[config.mk]
export PLATFORM = sky130hd
export DESIGN_NAME = mc_control_unit_flat
export DESIGN_NICKNAME = d
export VERILOG_FILES = /design/src/rtl/mc_control_unit_if.sv /design/src/rtl/mc_control_unit.sv /design/src/flat_wrapper.sv
export SDC_FILE = /design/constraint.sdc
export NUM_CORES = 1
export LEC_CHECK = 0
export ABC_AREA = 1
export BUFFER_PORTS_ARGS = -buffer_cell sky130_fd_sc_hd__buf_2
export CORE_MARGIN = 3
export CORE_UTILIZATION = 58
export DETAILED_ROUTE_END_ITERATION = 7
export GPL_ROUTABILITY_DRIVEN = 0
export PLACE_DENSITY_LB_ADDON = 0.25
export SYNTH_ARGS = -nofsm -noshare
export SYNTH_HDL_FRONTEND = slang
export SYNTH_SLANG_ARGS = --single-unit
[constraint.sdc]
create_clock -name clk -period 9.6 [get_ports clk]
set_clock_uncertainty 0.05 [all_clocks]
set_input_delay 0.48 -clock clk [delete_from_list [all_inputs] [get_ports clk]]
set_output_delay 0.48 -clock clk [all_outputs]
set_load 0.02 [all_outputs]
[src/rtl/mc_control_unit_if.sv]
`default_nettype none
// ============================================================================
// Module   : mc_control_unit_if
// Brief    : Fetch/memory handshake and control-strobe bundle of the
//            multi-cycle control unit.
// Revision : 1.0 - initial release
// ============================================================================
interface mc_control_unit_if #(
    parameter int CNT_WIDTH = 32
);
    logic [31:0]          instr;
    logic                 imem_ready;
    logic                 dmem_ready;
    logic                 zero;
    logic [31:0]          ir;
    logic                 pcload;
    logic                 pcSource;
    logic                 registerWrite;
    logic                 dataMemToReg;
    logic                 MemRead;
    logic                 MemWrite;
    logic [3:0]           ALUControl;
    logic                 ALUSource;
    logic [2:0]           state;
    logic                 trap;
    logic [1:0]           trap_cause;
    logic [CNT_WIDTH-1:0] retired_cnt;
    logic [CNT_WIDTH-1:0] stall_cnt;

    modport master (
        output instr, imem_ready, dmem_ready, zero,
        input  ir, pcload, pcSource, registerWrite, dataMemToReg, MemRead,
               MemWrite, ALUControl, ALUSource, state, trap, trap_cause,
               retired_cnt, stall_cnt
    );

    modport slave (
        input  instr, imem_ready, dmem_ready, zero,
        output ir, pcload, pcSource, registerWrite, dataMemToReg, MemRead,
               MemWrite, ALUControl, ALUSource, state, trap, trap_cause,
               retired_cnt, stall_cnt
    );
endinterface
`default_nettype wire

[src/rtl/mc_control_unit.sv]
`default_nettype none
// ============================================================================
// Module   : mc_control_unit
// Brief    : Multi-cycle RV32I-subset control FSM with illegal-instruction
//            and memory-timeout trapping plus retire/stall counters.
// Revision : 1.0 - initial release
// ============================================================================
module mc_control_unit #(
    parameter int CNT_WIDTH     = 32,
    parameter int MEM_TIMEOUT   = 15,
    parameter int CHECK_ILLEGAL = 1
) (
    input  logic             clk,
    input  logic             rst,
    mc_control_unit_if.slave bus
);
    localparam logic [2:0] S_IF   = 3'b000;
    localparam logic [2:0] S_ID   = 3'b001;
    localparam logic [2:0] S_EX   = 3'b010;
    localparam logic [2:0] S_MEM  = 3'b011;
    localparam logic [2:0] S_WB   = 3'b100;
    localparam logic [2:0] S_TRAP = 3'b101;

    localparam logic [3:0] ALU_AND = 4'b0000;
    localparam logic [3:0] ALU_OR  = 4'b0001;
    localparam logic [3:0] ALU_ADD = 4'b0010;
    localparam logic [3:0] ALU_SUB = 4'b0110;
    localparam logic [3:0] ALU_SLT = 4'b0111;
    localparam logic [3:0] ALU_SRL = 4'b1000;
    localparam logic [3:0] ALU_SLL = 4'b1001;
    localparam logic [3:0] ALU_SRA = 4'b1010;
    localparam logic [3:0] ALU_XOR = 4'b1101;

    localparam logic [CNT_WIDTH-1:0] CNT_ONE = {{(CNT_WIDTH-1){1'b0}}, 1'b1};

    logic [2:0]           state_q, state_d;
    logic [31:0]          ir_q, ir_d;
    logic [1:0]           cause_q, cause_d;
    logic [CNT_WIDTH-1:0] retired_q, retired_d;
    logic [CNT_WIDTH-1:0] stall_q, stall_d;
    logic [31:0]          wait_q, wait_d;

    logic [6:0] opcode;
    logic [2:0] funct3;
    logic [6:0] funct7;
    logic       f7_ok, is_r, is_i, is_lw, is_sw, is_beq, is_bne, legal;
    logic [3:0] alu_op;

    assign opcode = ir_q[6:0];
    assign funct3 = ir_q[14:12];
    assign funct7 = ir_q[31:25];

    // The alternate funct7 (0100000) only selects SUB and SRA.
    assign f7_ok  = (funct7 == 7'b0000000) ||
                    ((funct7 == 7'b0100000) && ((funct3 == 3'b000) || (funct3 == 3'b101)));
    assign is_r   = (opcode == 7'b0110011) && f7_ok;
    assign is_i   = (opcode == 7'b0010011) &&
                    (((funct3 == 3'b001) || (funct3 == 3'b101)) ? f7_ok : 1'b1);
    assign is_lw  = (opcode == 7'b0000011) && (funct3 == 3'b010);
    assign is_sw  = (opcode == 7'b0100011) && (funct3 == 3'b010);
    assign is_beq = (opcode == 7'b1100011) && (funct3 == 3'b000);
    assign is_bne = (opcode == 7'b1100011) && (funct3 == 3'b001);
    assign legal  = is_r | is_i | is_lw | is_sw | is_beq | is_bne;

    always_comb begin
        alu_op = ALU_ADD;
        if (is_beq || is_bne) begin
            alu_op = ALU_SUB;
        end else if (is_r || is_i) begin
            case (funct3)
                3'b000:  alu_op = (is_r && funct7[5]) ? ALU_SUB : ALU_ADD;
                3'b001:  alu_op = ALU_SLL;
                3'b010:  alu_op = ALU_SLT;
                3'b011:  alu_op = ALU_SLT;
                3'b100:  alu_op = ALU_XOR;
                3'b101:  alu_op = funct7[5] ? ALU_SRA : ALU_SRL;
                3'b110:  alu_op = ALU_OR;
                default: alu_op = ALU_AND;
            endcase
        end
    end

    always_comb begin
        state_d   = state_q;
        ir_d      = ir_q;
        cause_d   = cause_q;
        retired_d = retired_q;
        stall_d   = stall_q;
        wait_d    = 32'd0;
        case (state_q)
            S_IF: begin
                if (bus.imem_ready) begin
                    ir_d    = bus.instr;
                    state_d = S_ID;
                end else begin
                    stall_d = stall_q + CNT_ONE;
                end
            end
            S_ID: begin
                if ((CHECK_ILLEGAL != 0) && !legal) begin
                    state_d = S_TRAP;
                    cause_d = 2'b01;
                end else begin
                    state_d = S_EX;
                end
            end
            S_EX: state_d = S_MEM;
            S_MEM: begin
                if ((is_lw || is_sw) && !bus.dmem_ready) begin
                    stall_d = stall_q + CNT_ONE;
                    wait_d  = wait_q + 32'd1;
                    if ((MEM_TIMEOUT > 0) && (wait_d == 32'(MEM_TIMEOUT))) begin
                        state_d = S_TRAP;
                        cause_d = 2'b10;
                    end
                end else begin
                    state_d = S_WB;
                end
            end
            S_WB: begin
                retired_d = retired_q + CNT_ONE;
                state_d   = S_IF;
            end
            S_TRAP:  state_d = S_TRAP;
            default: state_d = S_IF;
        endcase
    end

    always_ff @(posedge clk or posedge rst) begin
        if (rst) begin
            state_q   <= S_IF;
            ir_q      <= 32'd0;
            cause_q   <= 2'b00;
            retired_q <= '0;
            stall_q   <= '0;
            wait_q    <= 32'd0;
        end else begin
            state_q   <= state_d;
            ir_q      <= ir_d;
            cause_q   <= cause_d;
            retired_q <= retired_d;
            stall_q   <= stall_d;
            wait_q    <= wait_d;
        end
    end

    // Strobes depend only on registered state, so reset clears them at once.
    assign bus.ir            = ir_q;
    assign bus.state         = state_q;
    assign bus.trap          = (state_q == S_TRAP);
    assign bus.trap_cause    = cause_q;
    assign bus.retired_cnt   = retired_q;
    assign bus.stall_cnt     = stall_q;
    assign bus.MemRead       = (state_q == S_MEM) && is_lw;
    assign bus.MemWrite      = (state_q == S_MEM) && is_sw;
    assign bus.pcload        = (state_q == S_WB);
    assign bus.registerWrite = (state_q == S_WB) && (is_r || is_i || is_lw);
    assign bus.dataMemToReg  = (state_q == S_WB) && is_lw;
    assign bus.pcSource      = (state_q == S_WB) &&
                               ((is_beq && bus.zero) || (is_bne && !bus.zero));
    assign bus.ALUControl    = alu_op;
    assign bus.ALUSource     = is_i | is_lw | is_sw;
endmodule
`default_nettype wire

[src/flat_wrapper.sv]
// flat-port wrapper written by rule: the top's interface ports become plain ports
module mc_control_unit_flat 
#(
    parameter int CNT_WIDTH     = 32,
    parameter int MEM_TIMEOUT   = 15,
    parameter int CHECK_ILLEGAL = 1
)
  (clk, rst, bus_instr, bus_imem_ready, bus_dmem_ready, bus_zero, bus_ir, bus_pcload, bus_pcSource, bus_registerWrite, bus_dataMemToReg, bus_MemRead, bus_MemWrite, bus_ALUControl, bus_ALUSource, bus_state, bus_trap, bus_trap_cause, bus_retired_cnt, bus_stall_cnt);
  mc_control_unit_if #(.CNT_WIDTH(CNT_WIDTH)) bus_i ();
  input  logic clk;
  input  logic rst;
  input wire logic [$bits(bus_i.instr)-1:0] bus_instr;
  input wire logic [$bits(bus_i.imem_ready)-1:0] bus_imem_ready;
  input wire logic [$bits(bus_i.dmem_ready)-1:0] bus_dmem_ready;
  input wire logic [$bits(bus_i.zero)-1:0] bus_zero;
  output wire logic [$bits(bus_i.ir)-1:0] bus_ir;
  output wire logic [$bits(bus_i.pcload)-1:0] bus_pcload;
  output wire logic [$bits(bus_i.pcSource)-1:0] bus_pcSource;
  output wire logic [$bits(bus_i.registerWrite)-1:0] bus_registerWrite;
  output wire logic [$bits(bus_i.dataMemToReg)-1:0] bus_dataMemToReg;
  output wire logic [$bits(bus_i.MemRead)-1:0] bus_MemRead;
  output wire logic [$bits(bus_i.MemWrite)-1:0] bus_MemWrite;
  output wire logic [$bits(bus_i.ALUControl)-1:0] bus_ALUControl;
  output wire logic [$bits(bus_i.ALUSource)-1:0] bus_ALUSource;
  output wire logic [$bits(bus_i.state)-1:0] bus_state;
  output wire logic [$bits(bus_i.trap)-1:0] bus_trap;
  output wire logic [$bits(bus_i.trap_cause)-1:0] bus_trap_cause;
  output wire logic [$bits(bus_i.retired_cnt)-1:0] bus_retired_cnt;
  output wire logic [$bits(bus_i.stall_cnt)-1:0] bus_stall_cnt;
  assign bus_i.instr = bus_instr;
  assign bus_i.imem_ready = bus_imem_ready;
  assign bus_i.dmem_ready = bus_dmem_ready;
  assign bus_i.zero = bus_zero;
  assign bus_ir = bus_i.ir;
  assign bus_pcload = bus_i.pcload;
  assign bus_pcSource = bus_i.pcSource;
  assign bus_registerWrite = bus_i.registerWrite;
  assign bus_dataMemToReg = bus_i.dataMemToReg;
  assign bus_MemRead = bus_i.MemRead;
  assign bus_MemWrite = bus_i.MemWrite;
  assign bus_ALUControl = bus_i.ALUControl;
  assign bus_ALUSource = bus_i.ALUSource;
  assign bus_state = bus_i.state;
  assign bus_trap = bus_i.trap;
  assign bus_trap_cause = bus_i.trap_cause;
  assign bus_retired_cnt = bus_i.retired_cnt;
  assign bus_stall_cnt = bus_i.stall_cnt;
  mc_control_unit #(.CNT_WIDTH(CNT_WIDTH), .MEM_TIMEOUT(MEM_TIMEOUT), .CHECK_ILLEGAL(CHECK_ILLEGAL)) u_core (.clk(clk), .rst(rst), .bus(bus_i));
endmodule
* After elaboration in Yosys (flattened, before gate mapping)
Index checks and enable logic that the tools add are counted.
** Operators by class
- Divide/modulo/power cells :: 0
- Add/subtract/negate cells :: 3
- $mul :: 0
- Multiplexer cells :: 20
- Shift-type cells :: 0
- Magnitude comparators :: 0
- Equality and inequality tests :: 24
- Reductions and logical operators :: 36
- Bitwise gates (word level) :: 7
** Operators with widths (count)
- 2-to-1 mux 32 bit :: 4
- adder 32 x 1 -> 32 bit, second input constant :: 3
- case mux 32 bit (2 select lines) :: 1
- equality test 32 x 4 -> 1 bit, second input constant :: 1
- case mux 4 bit (6 select lines) :: 1
- equality test 7 x 6 -> 1 bit, second input constant :: 3
- logical AND 1 bit :: 16
- equality test 3 bit, second input constant :: 5
- 2-to-1 mux 3 bit :: 5
- case mux 3 bit (5 select lines) :: 1
- equality test 3 x 2 -> 1 bit, second input constant :: 4
- logical OR 1 bit :: 8
- 2-to-1 mux 2 bit :: 4
- 2-to-1 mux 4 bit :: 2
- equality test 7 x 2 -> 1 bit, second input constant :: 1
- equality test 7 x 5 -> 1 bit, second input constant :: 1
- equality test 7 bit, second input constant :: 1
- logical NOT 7 bit :: 1
- OR 1 bit :: 7
- equality test 3 x 1 -> 1 bit, second input constant :: 2
- logical NOT 3 bit :: 2
- inequality test 2 bit, second input constant :: 3
- inequality test 2 x 1 -> 1 bit, second input constant :: 2
- case mux 2 bit (2 select lines) :: 1
- other kinds (8) :: 11
** Word-level totals
- Latch bits :: 0
- Bits in writable memories :: 0
- Input bits :: 37
- Flip-flop bits (word level) :: 133
- Memories kept :: 0
- Logic and storage cells :: 96
- Memory bits (read-only) :: 0

* Logic depth before layout (Yosys ltp)
- Depth in word-level cells :: 13
- Gate-level depth with buffers :: 16
- Depth with buffers taken out :: 16

* Least setup slack after synthesis
OpenSTA, ideal clock, no wires.
- Path kind :: flip-flop to output port
- From :: reg u_core.ir_q[12], in the netlist u_core.bus.ir[12]
- To :: out bus_registerWrite
- Arrival time :: 1.631 ns
- Stages on the path, launching flop included :: 11
- Data required time :: 9.070 ns
- Path slack :: 7.439 ns
- Buffers on the path :: 0
- Path through :: dfrtp_1 -> inv_1 -> nor2_1 -> nand2_1 -> nand3_1 -> nand2_1 -> nand2_1 -> nand3_1 -> nand2_1 -> inv_1 -> a21oi_1
** On the way
- Word-level cells in the longest chain between the ends :: 9
- Elaborated cells between the ends (all ways) :: 15
** Ends and longest elaborated chain
- start: declaration :: RTL line mc_control_unit.sv:37 : logic [31:0] ir_q, ir_d;
- start signal: assignment :: RTL line mc_control_unit.sv:139 : ir_q <= ir_d;
- equality test 3 bit or logical NOT 3 bit (tied branches) :: RTL line mc_control_unit.sv:55, mc_control_unit.sv:58
- logical OR 1 bit :: RTL line mc_control_unit.sv:55 : ((funct7 == 7'b0100000) && ((funct3 == 3'b000) || (funct3 == 3'b101)));
- logical AND 1 bit :: RTL line mc_control_unit.sv:55
- logical OR 1 bit :: RTL line mc_control_unit.sv:54 : assign f7_ok = (funct7 == 7'b0000000) ||
- 2-to-1 mux 1 bit :: RTL line mc_control_unit.sv:58 : (((funct3 == 3'b001) || (funct3 == 3'b101)) ? f7_ok : 1'b1);
- logical AND 1 bit :: RTL line mc_control_unit.sv:57 : assign is_i = (opcode == 7'b0010011) &&
- logical OR 1 bit :: RTL line mc_control_unit.sv:157 : assign bus.registerWrite = (state_q == S_WB) && (is_r || is_i || is_lw);
- logical OR 1 bit * :: RTL line mc_control_unit.sv:157
- logical AND 1 bit * :: RTL line mc_control_unit.sv:157
- end: declaration :: RTL line flat_wrapper.sv:19 : output wire logic [$bits(bus_i.registerWrite)-1:0] bus_registerWrite;
Every way passes the cells marked *; elsewhere a longest branch is shown, timed or not.

* Worst setup path after layout
- From :: reg u_core.ir_q[14], in the netlist u_core.bus.ir[14]
- To :: reg u_core.stall_q[21], in the netlist u_core.bus.stall_cnt[21]
** On the way
- Word-level cells in the longest chain between the ends :: 6
- Elaborated cells between the ends (all ways) :: 7
** Ends and longest elaborated chain
- equality test 3 x 2 -> 1 bit * :: RTL line mc_control_unit.sv:59, mc_control_unit.sv:60
- logical AND 1 bit (on tied branches) :: RTL line mc_control_unit.sv:59, mc_control_unit.sv:60
- logical OR 1 bit * :: RTL line mc_control_unit.sv:109 : if ((is_lw || is_sw) && !bus.dmem_ready) begin
- logical AND 1 bit * :: RTL line mc_control_unit.sv:109
- inequality test 2 x 1 -> 1 bit (no source line) *
- AND reduction 3 bit (no source line) *
- end signal: assignment :: RTL line mc_control_unit.sv:142 : stall_q <= stall_d;
- end: declaration :: RTL line mc_control_unit.sv:40 : logic [CNT_WIDTH-1:0] stall_q, stall_d;
Marked as above.
A chain may end at the register's enable or synchronous reset.

==> impl_metrics.ini <==
[cts]
cts_root_buf = clkbuf_16
cts.sinks = 133
cts_buffers = 17
clk_pin_slew_ps = 60
cts_resized = 0
worst_skew_pair.late_latency_ps = 420
clk_path_buf_depth = 2
cts_tree = built
post-cts-setup-buffer-count = 0
htree_num_levels = 4
ctsHoldBuffers = 0

[floorplanning]
rows = 40
io_pins = 150
start_util_pct = 60.1
chipHeight_um = 118
core_area_um2 = 12100
die_x_um = 118
die_area_um2 = 13900

[global_route]
antenna_found_initial = 0
grt_overflow_total = 0
grt_max_degree = 69
grt_usage_pct = 27.7
first_global_vias = 6623
grt_pass1_wl_um = 31500

[setup_path]
timing.rr.start = u_core.bus.ir[14]$_DFFE_PP0P_
r2r_cells = 12
reg2reg_setup_slack_ps = 6520
critPathKind = flip-flop to flip-flop
worstPathRequired_ps = 9900
worst_setup_path_start_kind = flip-flop
cp-startpoint = u_core.bus.ir[14]$_DFFE_PP0P_
cp_max_fo = 34
critPathArrivalTime_ps = 3380
worstSetupEndpointType = flip-flop
r2r-end = u_core.bus.stall_cnt[21]$_DFFE_PP0P_

[status]
status = completed

[pwr]
total_power_w = 0.00196
pwr_density_cell_nw_per_um2 = 223
p_leak_nw = 4.51
irDropWorstVdd_v = 0.000208

[yosys]
yosysSeqAreaShare_pct = 45.8
ys_types = 34
ys_ff_latch = 133
syn_area_per_cell_um2 = 7.61
synth_nets = 997
netlist_area_um2 = 7270
yosys_warnings = 0
syn_inst = 956

[cells_and_area]
multi_input_area_um2 = 3510
fin_nets = 1154
area.growth.synth_to_final_pct = 20.9
antenna_cells = 0
regArea_um2 = 3330
nFillCells = 956
drive_gt1_share_pct = 20.2

[drt]
drt_iter0_markers = 545
wl_per_cell_um = 14.5
firstDrtPassIters = 5
vias_per_cell = 5.24
route.detailed.drc = 0
vias = 6775
routed_wl_um = 18800
ant_nets = 0

[sta]
hold_ws_ps = 90.8
maxSlewViolCount = 0
hold_viol_final = 0
setup_viol = 0
rsz0062_at_grt = false
setup-tns-final_ps = 0
timing.fmax_ghz = 0.324
min_period_over_period_pct = 32.1
worst_pin_slew_ps = 854
period_needed_ps = 3080
relSlewSlack_pct = 43.0

[min_path]
holdCritPathClass = input port to async pin

[place]
portBuffers = 149
hpwl_um = 13600

[run]
cap_violations = 0
-- cells in the mapped netlist, drive strengths merged --
cell type	number	area share [%]
nor3b	1	0.10
ha	4	0.69
nand4	25	2.4
nor4	8	0.69
o2111ai	1	0.12
nor2	159	9.2
xnor2	30	3.6
nand2	333	18
dfrtp	133	46
nor3	32	3.3
nand3	44	3.2
buf	6	0.48
inv	101	5.2
clkbuf	7	0.36
a21oi	11	0.91
or2	1	0.086
nand3b	12	1.2
xor2	31	3.7
a211oi	2	0.21
o21ai	14	0.96
o221ai	1	0.12
-- layer usage --
| layer | routed length, um | up-vias | global-route usage, % |
|---|---|---|---|
| met5 | 0 | - | 0 |
| met4 | 463 | 0 | 9.82 |
| met3 | 1240 | 51 | 7.06 |
| met2 | 9150 | 243 | 46.4 |
| met1 | 7950 | 3176 | 35.0 |
| li1 | - | 3305 | - |
-- area by class of cell --
cell class / count / share of cell area [%]
repair buffers: 151 / 8.65
clock buffers: 22 / 5.51
clock inverters: 10 / 1.34
multi-input cells: 709 / 39.9
well taps: 168 / 2.39
flip-flops and latches: 133 / 37.8
inverters: 101 / 4.37
-- flip-flops by register name, indices dropped and copies added (netlist names) --
register / count
u_core.bus.ir: 32
u_core.bus.retired_cnt: 32
u_core.bus.stall_cnt: 32
u_core.bus.state: 3
u_core.bus.trap_cause: 2
u_core.wait_q: 32
-- placed cells by master (no fill, tap or decap) --
cell | netlist | final
nand2_1 | 323 | 323
buf_2 | 1 | 149
nor2_1 | 143 | 142
dfrtp_1 | 133 | 133
inv_1 | 99 | 98
nand3_1 | 42 | 42
xor2_1 | 31 | 31
xnor2_1 | 30 | 30
nor3_1 | 23 | 23
nand4_1 | 22 | 22
clkbuf_16 | 0 | 17
o21ai_0 | 14 | 14
nand3b_1 | 12 | 12
nor2_2 | 9 | 10
a21oi_1 | 10 | 10
nand2_2 | 8 | 8
nor4_1 | 8 | 8
nor2_4 | 7 | 7
nor3_4 | 5 | 5
inv_6 | 0 | 4
nor3_2 | 4 | 4
ha_1 | 4 | 4
clkbuf_8 | 0 | 4
nand4_2 | 3 | 3
clkinv_2 | 0 | 3
inv_2 | 2 | 2
nand2_4 | 2 | 2
nand3_2 | 2 | 2
a211oi_1 | 2 | 2
bufinv_16 | 0 | 2
buf_4 | 1 | 2
o221ai_1 | 1 | 1
o2111ai_1 | 1 | 1
or2_2 | 1 | 1
a21oi_4 | 1 | 1
nor3b_1 | 1 | 1
clkinv_4 | 0 | 1
clkinvlp_4 | 0 | 1
clkbuf_1 | 7 | 1
-- cell families after synthesis --
group | synth area share [%]
flops | 45.8
xor+xnor | 7.34
fa+ha+maj | 0.688
simple gates | 37.8
compound gates | 2.32
buf+inv | 6.05
-- how the worst max path moves through the flow --
stage,to,slack [ps],cells past startpoint
global placement,u_core.bus.stall_cnt[21]$_DFFE_PP0P_,6670,12
detailed placement,u_core.bus.stall_cnt[21]$_DFFE_PP0P_,6560,12
CTS,u_core.bus.stall_cnt[21]$_DFFE_PP0P_,6540,12
global route,u_core.bus.stall_cnt[21]$_DFFE_PP0P_,6150,12
finish,u_core.bus.stall_cnt[21]$_DFFE_PP0P_,6520,12
floorplan,u_core.bus.ir[0]$_DFFE_PP0P_,5520,1
-- worst max-delay path, cell delays in order (launching register included) --
cell,delay (ps)
dfrtp_1,440
inv_2,100
nand2_1,90
nor2_1,150
nand3_1,160
nand2_1,140
nand2_2,400
a21oi_4,660
inv_2,260
nor2_2,180
nand2_1,100
nor2_1,120
xor2_1,150
-- power by group --
group	internal, W	total (W)	switching (W)
logic	0.000162	0.000540	0.000378
registers	0.000659	0.000757	0.0000982
clock network	0.000411	0.000660	0.000248
-- stage by stage --
stage | area, um2 | worst slack (ps) | util (%) | instances
2_1_floorplan | 7270 | 5520 | - | 956
3_3_place_gp | 8190 | 6670 | 67.6 | 1262
3_5_place_dp | 8190 | 6560 | 67.6 | 1262
4_1_cts | 8790 | 6540 | 72.6 | 1294
5_1_grt | 8790 | 6150 | 72.6 | 1294
6_report | 8790 | 6520 | 72.6 | 1294
Power figures use the tool's default switching activity.
